**src/rtl/block_code_pkg.sv**
```systemverilog
// Shared definitions for the block-code maximum-likelihood decoder:
// FSM state type, metric width helper and the fixed candidate codebook.
package block_code_pkg;

  // Codebook dimensions; the decoder's MAX_LEN / NUM_CW must not exceed these
  localparam int CB_MAX_LEN = 20;
  localparam int CB_NUM_CW  = 32;

  typedef enum logic [1:0] {
    IDLE    = 2'd0,
    COLLECT = 2'd1,
    SEARCH  = 2'd2,
    OUTPUT  = 2'd3
  } state_t;

  typedef logic [CB_NUM_CW-1:0][CB_MAX_LEN-1:0] codebook_t;

  // Width that holds a full-precision signed correlation of max_len symbols
  function automatic int metric_w(input int data_width, input int max_len);
    return data_width + $clog2(max_len) + 1;
  endfunction

  // Linear (punctured Hadamard) code: bit n of codeword i is the parity of
  // i AND (n+1). Positions 1,2,4,8,16 make every row distinct, row 0 is all-zero.
  function automatic codebook_t build_codebook();
    codebook_t cb;
    logic [7:0] sel;
    cb = '0;
    for (int i = 0; i < CB_NUM_CW; i++) begin
      for (int n = 0; n < CB_MAX_LEN; n++) begin
        sel      = 8'(i) & 8'(n + 1);
        cb[i][n] = ^sel;
      end
    end
    return cb;
  endfunction

  localparam codebook_t CODEBOOK = build_codebook();

endpackage

```
**src/rtl/block_code_corr.sv**
```systemverilog
// Combinational masked correlation of the symbol buffer against one codeword.
// A 0 bit adds the soft symbol, a 1 bit subtracts it; positions at or beyond
// len contribute nothing. Full precision, no saturation.
module block_code_corr
  import block_code_pkg::*;
#(
  parameter int DATA_WIDTH = 4,
  parameter int MAX_LEN    = 20
) (
  input  logic [MAX_LEN*DATA_WIDTH-1:0]                 symbols,
  input  logic [MAX_LEN-1:0]                            codeword,
  input  logic [$clog2(MAX_LEN+1)-1:0]                  len,
  output logic signed [metric_w(DATA_WIDTH, MAX_LEN)-1:0] metric
);

  localparam int MW = metric_w(DATA_WIDTH, MAX_LEN);

  // Sign-extend one soft symbol to metric width
  function automatic logic signed [MW-1:0] sext(input logic [DATA_WIDTH-1:0] s);
    return {{(MW-DATA_WIDTH){s[DATA_WIDTH-1]}}, s};
  endfunction

  // Accumulate signed contributions of the active positions
  always_comb begin
    metric = '0;
    for (int n = 0; n < MAX_LEN; n++) begin
      if (n < int'(len)) begin
        if (codeword[n]) begin
          metric = metric - sext(symbols[n*DATA_WIDTH +: DATA_WIDTH]);
        end else begin
          metric = metric + sext(symbols[n*DATA_WIDTH +: DATA_WIDTH]);
        end
      end
    end
  end

endmodule

```
**src/rtl/block_code_ml_decoder.sv**
```systemverilog
// Maximum-likelihood block-code decoder. Collects one frame of soft symbols,
// sweeps the codebook one codeword per cycle keeping the best correlation
// (lower index wins ties), then holds the result until downstream takes it.
module block_code_ml_decoder
  import block_code_pkg::*;
#(
  parameter int DATA_WIDTH = 4,
  parameter int MAX_LEN    = 20,
  parameter int NUM_CW     = 32
) (
  input  logic                                          clk,
  input  logic                                          rst,
  input  logic signed [DATA_WIDTH-1:0]                  rx_symbols,
  input  logic                                          rx_symbols_valid,
  output logic                                          rx_symbols_ready,
  input  logic [$clog2(MAX_LEN+1)-1:0]                  code_length,
  output logic [$clog2(NUM_CW)-1:0]                     dec_index,
  output logic signed [metric_w(DATA_WIDTH, MAX_LEN)-1:0] dec_metric,
  output logic                                          dec_valid,
  input  logic                                          dec_ready,
  output logic                                          len_err
);

  localparam int LEN_W = $clog2(MAX_LEN + 1);
  localparam int IDX_W = $clog2(NUM_CW);
  localparam int MW    = metric_w(DATA_WIDTH, MAX_LEN);

  // Control state
  state_t            state;
  logic [LEN_W-1:0]  pos;
  logic [LEN_W-1:0]  len_eff_q;
  logic              len_err_q;
  logic [IDX_W-1:0]  cw_idx;

  // Frame buffer (data only, never reset)
  logic [MAX_LEN*DATA_WIDTH-1:0] sym_buf;

  // Search datapath
  logic [MAX_LEN-1:0]      cw_row;
  logic signed [MW-1:0]    corr_p0;
  logic signed [MW-1:0]    best_metric_p1;
  logic [IDX_W-1:0]        best_index_p1;
  logic                    better;
  logic signed [MW-1:0]    win_metric;
  logic [IDX_W-1:0]        win_index;

  // Handshake and length decode
  logic              take;
  logic              len_in_bad;
  logic [LEN_W-1:0]  len_in_eff;
  logic [LEN_W-1:0]  wr_pos;
  logic              last_cw;

  assign take       = rx_symbols_valid && rx_symbols_ready;
  assign len_in_bad = (code_length == '0) || (code_length > LEN_W'(MAX_LEN));
  assign len_in_eff = len_in_bad ? LEN_W'(MAX_LEN) : code_length;
  assign wr_pos     = (state == IDLE) ? '0 : pos;
  assign last_cw    = (cw_idx == IDX_W'(NUM_CW - 1));

  // ---- stage p0: correlation of the current codeword against the buffer ----
  assign cw_row = CODEBOOK[cw_idx];

  block_code_corr #(
    .DATA_WIDTH(DATA_WIDTH),
    .MAX_LEN   (MAX_LEN)
  ) u_corr (
    .symbols (sym_buf),
    .codeword(cw_row),
    .len     (len_eff_q),
    .metric  (corr_p0)
  );

  // The first codeword always seeds the running best; later ones must beat it strictly
  assign better     = (cw_idx == '0) || (corr_p0 > best_metric_p1);
  assign win_metric = better ? corr_p0 : best_metric_p1;
  assign win_index  = better ? cw_idx  : best_index_p1;

  // Store each accepted symbol at its frame position
  always_ff @(posedge clk) begin
    for (int n = 0; n < MAX_LEN; n++) begin
      if (take && (wr_pos == LEN_W'(n))) begin
        sym_buf[n*DATA_WIDTH +: DATA_WIDTH] <= rx_symbols;
      end
    end
  end

  // ---- stage p1: frame control, running best and registered result ----
  always_ff @(posedge clk or negedge rst) begin
    if (!rst) begin
      state            <= IDLE;
      pos              <= '0;
      len_eff_q        <= '0;
      len_err_q        <= 1'b0;
      cw_idx           <= '0;
      best_metric_p1   <= '0;
      best_index_p1    <= '0;
      dec_valid        <= 1'b0;
      dec_index        <= '0;
      dec_metric       <= '0;
      len_err          <= 1'b0;
      rx_symbols_ready <= 1'b0;
    end else begin
      case (state)
        IDLE: begin
          rx_symbols_ready <= 1'b1;
          if (take) begin
            len_eff_q <= len_in_eff;
            len_err_q <= len_in_bad;
            cw_idx    <= '0;
            pos       <= LEN_W'(1);
            if (len_in_eff == LEN_W'(1)) begin
              state            <= SEARCH;
              rx_symbols_ready <= 1'b0;
            end else begin
              state <= COLLECT;
            end
          end
        end

        COLLECT: begin
          rx_symbols_ready <= 1'b1;
          if (take) begin
            if (pos == len_eff_q - LEN_W'(1)) begin
              state            <= SEARCH;
              rx_symbols_ready <= 1'b0;
            end else begin
              pos <= pos + LEN_W'(1);
            end
          end
        end

        SEARCH: begin
          rx_symbols_ready <= 1'b0;
          best_metric_p1   <= win_metric;
          best_index_p1    <= win_index;
          if (last_cw) begin
            state      <= OUTPUT;
            cw_idx     <= '0;
            dec_valid  <= 1'b1;
            dec_index  <= win_index;
            dec_metric <= win_metric;
            len_err    <= len_err_q;
          end else begin
            cw_idx <= cw_idx + IDX_W'(1);
          end
        end

        OUTPUT: begin
          rx_symbols_ready <= 1'b0;
          if (dec_ready) begin
            state            <= IDLE;
            dec_valid        <= 1'b0;
            pos              <= '0;
            rx_symbols_ready <= 1'b1;
          end
        end

        default: begin
          state            <= IDLE;
          rx_symbols_ready <= 1'b0;
          dec_valid        <= 1'b0;
        end
      endcase
    end
  end

endmodule

```
**config.mk**
```make
export PLATFORM = sky130hd
export DESIGN_NAME = block_code_ml_decoder
export DESIGN_NICKNAME = d
export VERILOG_FILES = /design/src/rtl/block_code_pkg.sv /design/src/rtl/block_code_corr.sv /design/src/rtl/block_code_ml_decoder.sv
export SDC_FILE = /design/constraint.sdc
export NUM_CORES = 1
export LEC_CHECK = 0
export ABC_AREA = 0
export CAP_MARGIN = 20
export CORE_ASPECT_RATIO = 2
export CORE_MARGIN = 10
export CORE_UTILIZATION = 52
export DETAILED_ROUTE_END_ITERATION = 10
export PLACE_DENSITY = 0.68
export SYNTH_ARGS = -nofsm -noshare
export SYNTH_HDL_FRONTEND = slang
export SYNTH_SLANG_ARGS = --single-unit
export TNS_END_PERCENT = 100
```
**constraint.sdc**
```tcl
create_clock -name clk -period 29.6 [get_ports clk]
set_clock_uncertainty 0.2 [all_clocks]
set_input_delay 8.88 -clock clk [delete_from_list [all_inputs] [get_ports clk]]
set_output_delay 8.88 -clock clk [all_outputs]
set_load 0.02 [all_outputs]
```
# Word-level counts from Yosys, hierarchy flattened
# Memory sizes are Yosys's and may differ from the RTL's.
# Index checks and enable logic that the tools add are counted.
word_totals:
  n_memories: 1
  rom_bits: 640
  out_inout_bits: 18
  input_bits: 13
  register_bits: 131
op_classes:
  n_lt_le_gt_ge: 23
  n_mux: 69
  addsub: 42
  reduce_logical: 36
  n_eq_ne: 31
memory_table:
  columns: ["name", "words", "word_bits", "read_ports", "rd_clocked_by_memory_dff", "wr", "line_no", "source"]
  rows:
  - ["(no name shown)", 32, 20, 1, 0, 0, "block_code_ml_decoder.sv:61", "assign cw_row = CODEBOOK[cw_idx];"]
op_table:
  columns: ["operator", "count"]
  rows:
  - ["$mux 10", 41]
  - ["$add 10x4->10", 19]
  - ["$sub 10x4->10", 19]
  - ["$mux 5", 9]
  - ["$eq 5x4->1 const B", 8]
  - ["$lt 4x5->1 const A", 8]
  - ["$eq 5x5->1 const B", 5]
  - ["$logic_and 1x1->1", 21]
  - ["$eq 5x3->1 const B", 4]
  - ["$lt 3x5->1 const A", 4]
  - ["$lt 5x5->1 const A", 4]
  - ["$mux 20", 1]
  - ["$logic_not 5->1", 3]
  - ["$pmux 5 s3", 1]
  - ["$mux 2", 6]
  - ["$ne 2x2->1 const B", 6]
  - ["$add 5x1->5 const B", 2]
  - ["$eq 5x1->1 const B", 2]
  - ["$eq 5x2->1 const B", 2]
  - ["$gt 10x10->1", 1]
  - ["$lt 1x5->1 const A", 2]
  - ["$lt 2x5->1 const A", 2]
  - ["$pmux 5 s2", 1]
  - ["$reduce_and 5->1", 2]
  - ["17 further kinds", 28]

# Longest topological paths before layout
logic_depth:
  ltp_word: 64
  ltp_mapped: 130
  mapped_depth_nobuf: 127

# Hierarchy
# Synthesis repeated with hierarchy kept, for this count alone.
unflattened:
  cells_unflattened: 3035
  area_unflattened_um2: 23470.0
modules_own_cells:
  columns: ["module", "cells_each", "area_per_inst_um2", "instances"]
  rows:
  - ["block_code_corr", 2535, 17458.0, 1]
  - ["block_code_ml_decoder", 500, 6012.0, 1]

# Least setup slack after synthesis
# Ideal clock, no wire load.
synth_timing:
  kind: "register to register"
  from: "register len_eff_q[1]"
  to: "register best_index_p1[4]"
  required_ns: 29.275
  setup_slack_ns: 5.188
  path_stages_with_launch: 126
  setup_ns: 0.125
  path_buffers: 5
  arrival_ns: 24.087
  cell_sequence: "dfrtp_1 -> buf_2 -> buf_2 -> inv_1 -> ha_1 -> or4b_1 -> clkbuf_1 -> nand2_1 -> o211ai_1 -> ha_1 -> fa_1 -> o21ai_0 -> o221ai_2 -> xor2_1 -> nor2_1 -> a21oi_1 -> inv_1 -> fa_1 -> [... 90 more ...] -> xnor3_1 -> xnor2_1 -> xnor2_1 -> xnor2_1 -> xor2_1 -> xnor3_1 -> xnor3_1 -> xnor2_1 -> xnor2_1 -> xor2_1 -> xnor2_1 -> ha_1 -> o22ai_1 -> a21oi_1 -> nand2b_1 -> clkbuf_1 -> clkbuf_1 -> mux2_2"
synth_between:
  elab_chain_len: 62
synth_lines:
  columns: ["element", "line_no", "source"]
  rows:
  - ["from (decl)", "block_code_ml_decoder.sv:31", "logic [LEN_W-1:0] len_eff_q;"]
  - ["from (signal assigned)", "block_code_ml_decoder.sv:107", "len_eff_q <= len_in_eff;"]
  - ["$lt 1x5->1", "block_code_corr.sv:27", "if (n < int'(len)) begin"]
  - ["$mux 10", "block_code_corr.sv:27", null]
  - ["$add 10x4->10 / $sub 10x4->10 (equally long branches)", "block_code_corr.sv:31, block_code_corr.sv:29", null]
  - ["$mux 10", "block_code_corr.sv:28", "if (codeword[n]) begin"]
  - ["$mux 10", "block_code_corr.sv:27", null]
  - ["$add 10x4->10 / $sub 10x4->10 (equally long branches)", "block_code_corr.sv:31, block_code_corr.sv:29", null]
  - ["$mux 10", "block_code_corr.sv:28", null]
  - ["$mux 10", "block_code_corr.sv:27", null]
  - ["[... 46 more ...]", null, null]
  - ["$mux 10", "block_code_corr.sv:28", null]
  - ["$mux 10", "block_code_corr.sv:27", null]
  - ["$add 10x4->10 / $sub 10x4->10 (equally long branches)", "block_code_corr.sv:31, block_code_corr.sv:29", null]
  - ["$mux 10", "block_code_corr.sv:28", null]
  - ["$mux 10 *", "block_code_corr.sv:27", null]
  - ["$gt 10x10->1 *", "block_code_ml_decoder.sv:74", "assign better = (cw_idx == '0) || (corr_p0 > best_metric_p1);"]
  - ["$logic_or 1x1->1 *", "block_code_ml_decoder.sv:74", null]
  - ["$mux 5 *", "block_code_ml_decoder.sv:76", "assign win_index = better ? cw_idx : best_index_p1;"]
  - ["to (signal assigned)", "block_code_ml_decoder.sv:135", "best_index_p1 <= win_index;"]
  - ["to (decl)", "block_code_ml_decoder.sv:42", "logic [IDX_W-1:0] best_index_p1;"]
# Every way passes the cells marked *; elsewhere a longest branch is shown, timed or not.
# A chain may end at the register's enable or synchronous reset.

# Final worst setup path
layout_timing:
  from: "register len_eff_q[1]"
  to: "register best_metric_p1[3]"
layout_between:
  elab_chain_len: 62
layout_lines:
  columns: ["element", "line_no", "source"]
  rows:
  - ["$lt 1x5->1", "block_code_corr.sv:27", null]
  - ["$mux 10", "block_code_corr.sv:27", null]
  - ["$add 10x4->10 / $sub 10x4->10 (equally long branches)", "block_code_corr.sv:31, block_code_corr.sv:29", null]
  - ["$mux 10", "block_code_corr.sv:28", null]
  - ["$mux 10", "block_code_corr.sv:27", null]
  - ["$add 10x4->10 / $sub 10x4->10 (equally long branches)", "block_code_corr.sv:31, block_code_corr.sv:29", null]
  - ["$mux 10", "block_code_corr.sv:28", null]
  - ["$mux 10", "block_code_corr.sv:27", null]
  - ["[... 46 more ...]", null, null]
  - ["$mux 10", "block_code_corr.sv:28", null]
  - ["$mux 10", "block_code_corr.sv:27", null]
  - ["$add 10x4->10 / $sub 10x4->10 (equally long branches)", "block_code_corr.sv:31, block_code_corr.sv:29", null]
  - ["$mux 10", "block_code_corr.sv:28", null]
  - ["$mux 10 *", "block_code_corr.sv:27", null]
  - ["$gt 10x10->1", "block_code_ml_decoder.sv:74", null]
  - ["$logic_or 1x1->1", "block_code_ml_decoder.sv:74", null]
  - ["$mux 10 *", "block_code_ml_decoder.sv:75", "assign win_metric = better ? corr_p0 : best_metric_p1;"]
  - ["to (signal assigned)", "block_code_ml_decoder.sv:134", "best_metric_p1 <= win_metric;"]
  - ["to (decl)", "block_code_ml_decoder.sv:41", "logic signed [MW-1:0] best_metric_p1;"]
# Marked as above.

==> key figures <==
Yosys
  – Post-synthesis register bit count: 131
  – Post-synth top flop: edfxtp_1
  – Ys Warns: 0
  – Most frequent cells after synthesis: 261 x nor2_1, 252 x ha_1, 246 x nand2_1
  – Top post-synthesis cells by area: ha_1 14%, edfxtp_1 10%, xnor2_1 8.2%
  – Synth cell types: 111
  – Dominant cell type by area after synthesis: ha_1
  – Async S/R FF share, synth: 0.389
  – Number of flops mapped to enable cells by yosys: 80
  – Syn Area/Cell: a little under 8 sq um
  – Register area share after synthesis: 0.160
  – Synth Cell Area: 0.0230 sq mm
  – Post-Syn Nets: 3222
  – Count leader, synth: nor2_1
  – Mapped Cells: a little under 3000
  – Top-area cell type share of the netlist area: 0.137

Critical path
  – WS Path Type: flip-flop to flip-flop
  – CP max stage delay: 0.58 ns
  – Crit path max-delay cell type: or4b_4
  – Flop-to-flop setup slack: 1.76 ns
  – Crit path max fanout: 19
  – Worst setup EP type: flip-flop
  – R2r endpoint: best_metric_p1[3]
  – Worst EP required: 29.72 ns
  – Reg2reg start: len_eff_q[1]
  – Worst path most repeated cell: xnor2_1
  – Worst Path Arrival: between 20 and 30 ns
  – Crit start category: flip-flop
  – Reg2Reg Depth: 119

Detailed routing
  – DR WL/cell: between 20 and 25 microns
  – DR vias: 22500
  – Drt via density: around 6.4
  – Routed WL: around 80000 microns
  – # DRC: 0
  – Post-route ant nets: 0
  – Drt first pass iters: 6
  – DRT iter0 DRCs: around 1500

Die
  – Row count: about 110
  – IO Pins: 31
  – Starting Density: 0.523
  – DIE AREA: 0.0537 sq mm
  – Total core area: 0.0441 sq mm
  – Die Y: 318 microns
  – Die X: between 150 and 200 microns

Min path
  – Hold Path Depth: 2
  – Worst hold-check path type: flip-flop to flip-flop
  – Beginning of the worst hold path: dec_index[3]
  – Hold Crit Endpoint: dec_index[3]

Run status
  – Status: finished clean

Placement
  – GPL Wtd Cong: around 1
  – Placed Cells: about 3500
  – HPWL Detailed: 65100 microns
  – # port buffers: 30

CTS
  – Clock Tree Root: clkbuf_16
  – CTS tree: done
  – Clk slew on worst S/H paths: approximately 0.070 ns
  – Clock buffer depth: 2
  – CTS buffer count: 17
  – CTS H-tree depth: 4
  – Sink Count: between 100 and 150
  – Hold_buf cts: 0
  – Clk_lat worst skew: between 0.4 and 0.5 ns

Layout
  – Fin nets: 3221
  – Fillers: 4097
  – Number of diodes: 0
  – Finished Layout Cells: 3506
  – Layout area overhead: 7.03%
  – Final Util: 0.560
  – Layout cell share with drive strength beyond 1: 0.0803

STA
  – Setup TNS: 0 ns
  – Max frequency: between 30 and 40 MHz
  – Final setup viols: 0
  – Max-slew violation count: 0
  – Worst-margin pin slew: 1.11 ns
  – Hold WS: between 0.2 and 0.3 ns
  – Max_slew headroom: 0.256
  – Final Hold Fails: 0
  – RSZ-0062 raised after global routing: false
  – Fin crit share: 0.941
  – Final min period: approximately 28 ns

Global routing
  – Grt total ovfl: 0
  – Global-route wire length before repair: between 100000 and 150000 microns
  – Largest net degree at the start of global routing: 52
  – Vias in the first global route: roughly 22000
  – Initial antenna violation count: 0
  – GRT Overall Usage: 0.285

Job
  – Max cap viols: 0
## how the worst max path moves through the flow
stage	depth (start not counted)	slack [ns]	from	to
6_report	119	1.76	len_eff_q[1]	best_metric_p1[3]
3_3_place_gp	119	1.07	len_eff_q[2]	best_index_p1[4]
4_1_cts	120	0.47	len_eff_q[2]	best_metric_p1[3]
3_5_place_dp	120	0.63	len_eff_q[2]	best_metric_p1[3]
2_1_floorplan	125	5.19	len_eff_q[1]	best_index_p1[4]
5_1_grt	123	0.01	len_eff_q[3]	best_metric_p1[3]
## area by class of cell
class / instances / area [sq um] / area share
multi-input combinational: 2508 / 18300 / 0.741
sequential: 131 / 3680 / 0.149
inverter: 203 / 762 / 0.0309
tap: 555 / 694 / 0.0282
timing repair buffer: 77 / 668 / 0.0271
clock buffer: 19 / 464 / 0.0188
clock inverter: 13 / 109 / 0.00441
## registers in the layout (all words and copies together) (netlist names)
| signal | cells |
|---|---|
| best_index_p1 | 5 |
| best_metric_p1 | 10 |
| cw_idx | 5 |
| dec_index | 5 |
| dec_metric | 10 |
| dec_valid | 1 |
| len_eff_q | 5 |
| len_err | 1 |
| len_err_q | 1 |
| pos | 5 |
| rx_symbols_ready | 1 |
| state | 2 |
| sym_buf | 80 |
## cell usage in the layout (no fill, tap or decap), types with 38 or more instances in the layout
master and n:
a21o_1 79, a21oi_1 214, and3_1 48, buf_4 46, dfrtp_1 48, edfxtp_1 80, ha_1 252, inv_1 199
mux2_2 69, mux2i_1 65, nand2_1 246, nand2b_1 48, nand3_1 66, nor2_1 260, nor2b_1 42, nor3_1 64
o211ai_1 38, o21a_1 41, o21ai_0 153, or3_1 47, xnor2_1 215, xor2_1 77
## per-layer routing
metal,track usage,vias up,part of all wire
met1,0.272,10800,0.34
met2,0.530,771,0.53
met3,0.0309,307,0.041
met4,0.237,0,0.094
li1,-,10700,-
met5,0,-,0
## through the flow
step                      area [sq um]  setup WS (ns)
final                            24700           1.76
after global routing             24700         0.0107
after floorplan                  23000           5.19
after global placement           24000           1.07
after detailed placement         24000          0.626
after CTS                        24500          0.472
## worst max-delay path, delay by kind of cell, from the launching register on
family,cells,cell delay (ns)
compound gates,35,7.73
buf+inv,5,0.81
fa+ha+maj,16,5.86
flops,1,0.55
mux,6,1.74
simple gates,25,4.30
xor+xnor,32,6.58
## repair_timing
| action | CTS | global route |
|---|---|---|
| gates resized for setup | 0 | 13 |
| endpoints found under the hold margin | 0 | 0 |
| setup buffers | 0 | 6 |
| endpoints found under the setup margin | 0 | 30 |
## cell families after synthesis
group | count (synthesis) | synth area share
AO/OA/AOI/OAI | 810 | 0.236
flip-flops | 131 | 0.160
buffers and inverters | 301 | 0.0505
XOR/XNOR | 302 | 0.121
multiplexers | 139 | 0.0660
AND/OR/NAND/NOR | 986 | 0.214
adder cells (fa/ha/maj) | 270 | 0.152
Power is not shown: default switching activity piles up to over one toggle a cycle in this logic, so the estimate is an artifact.
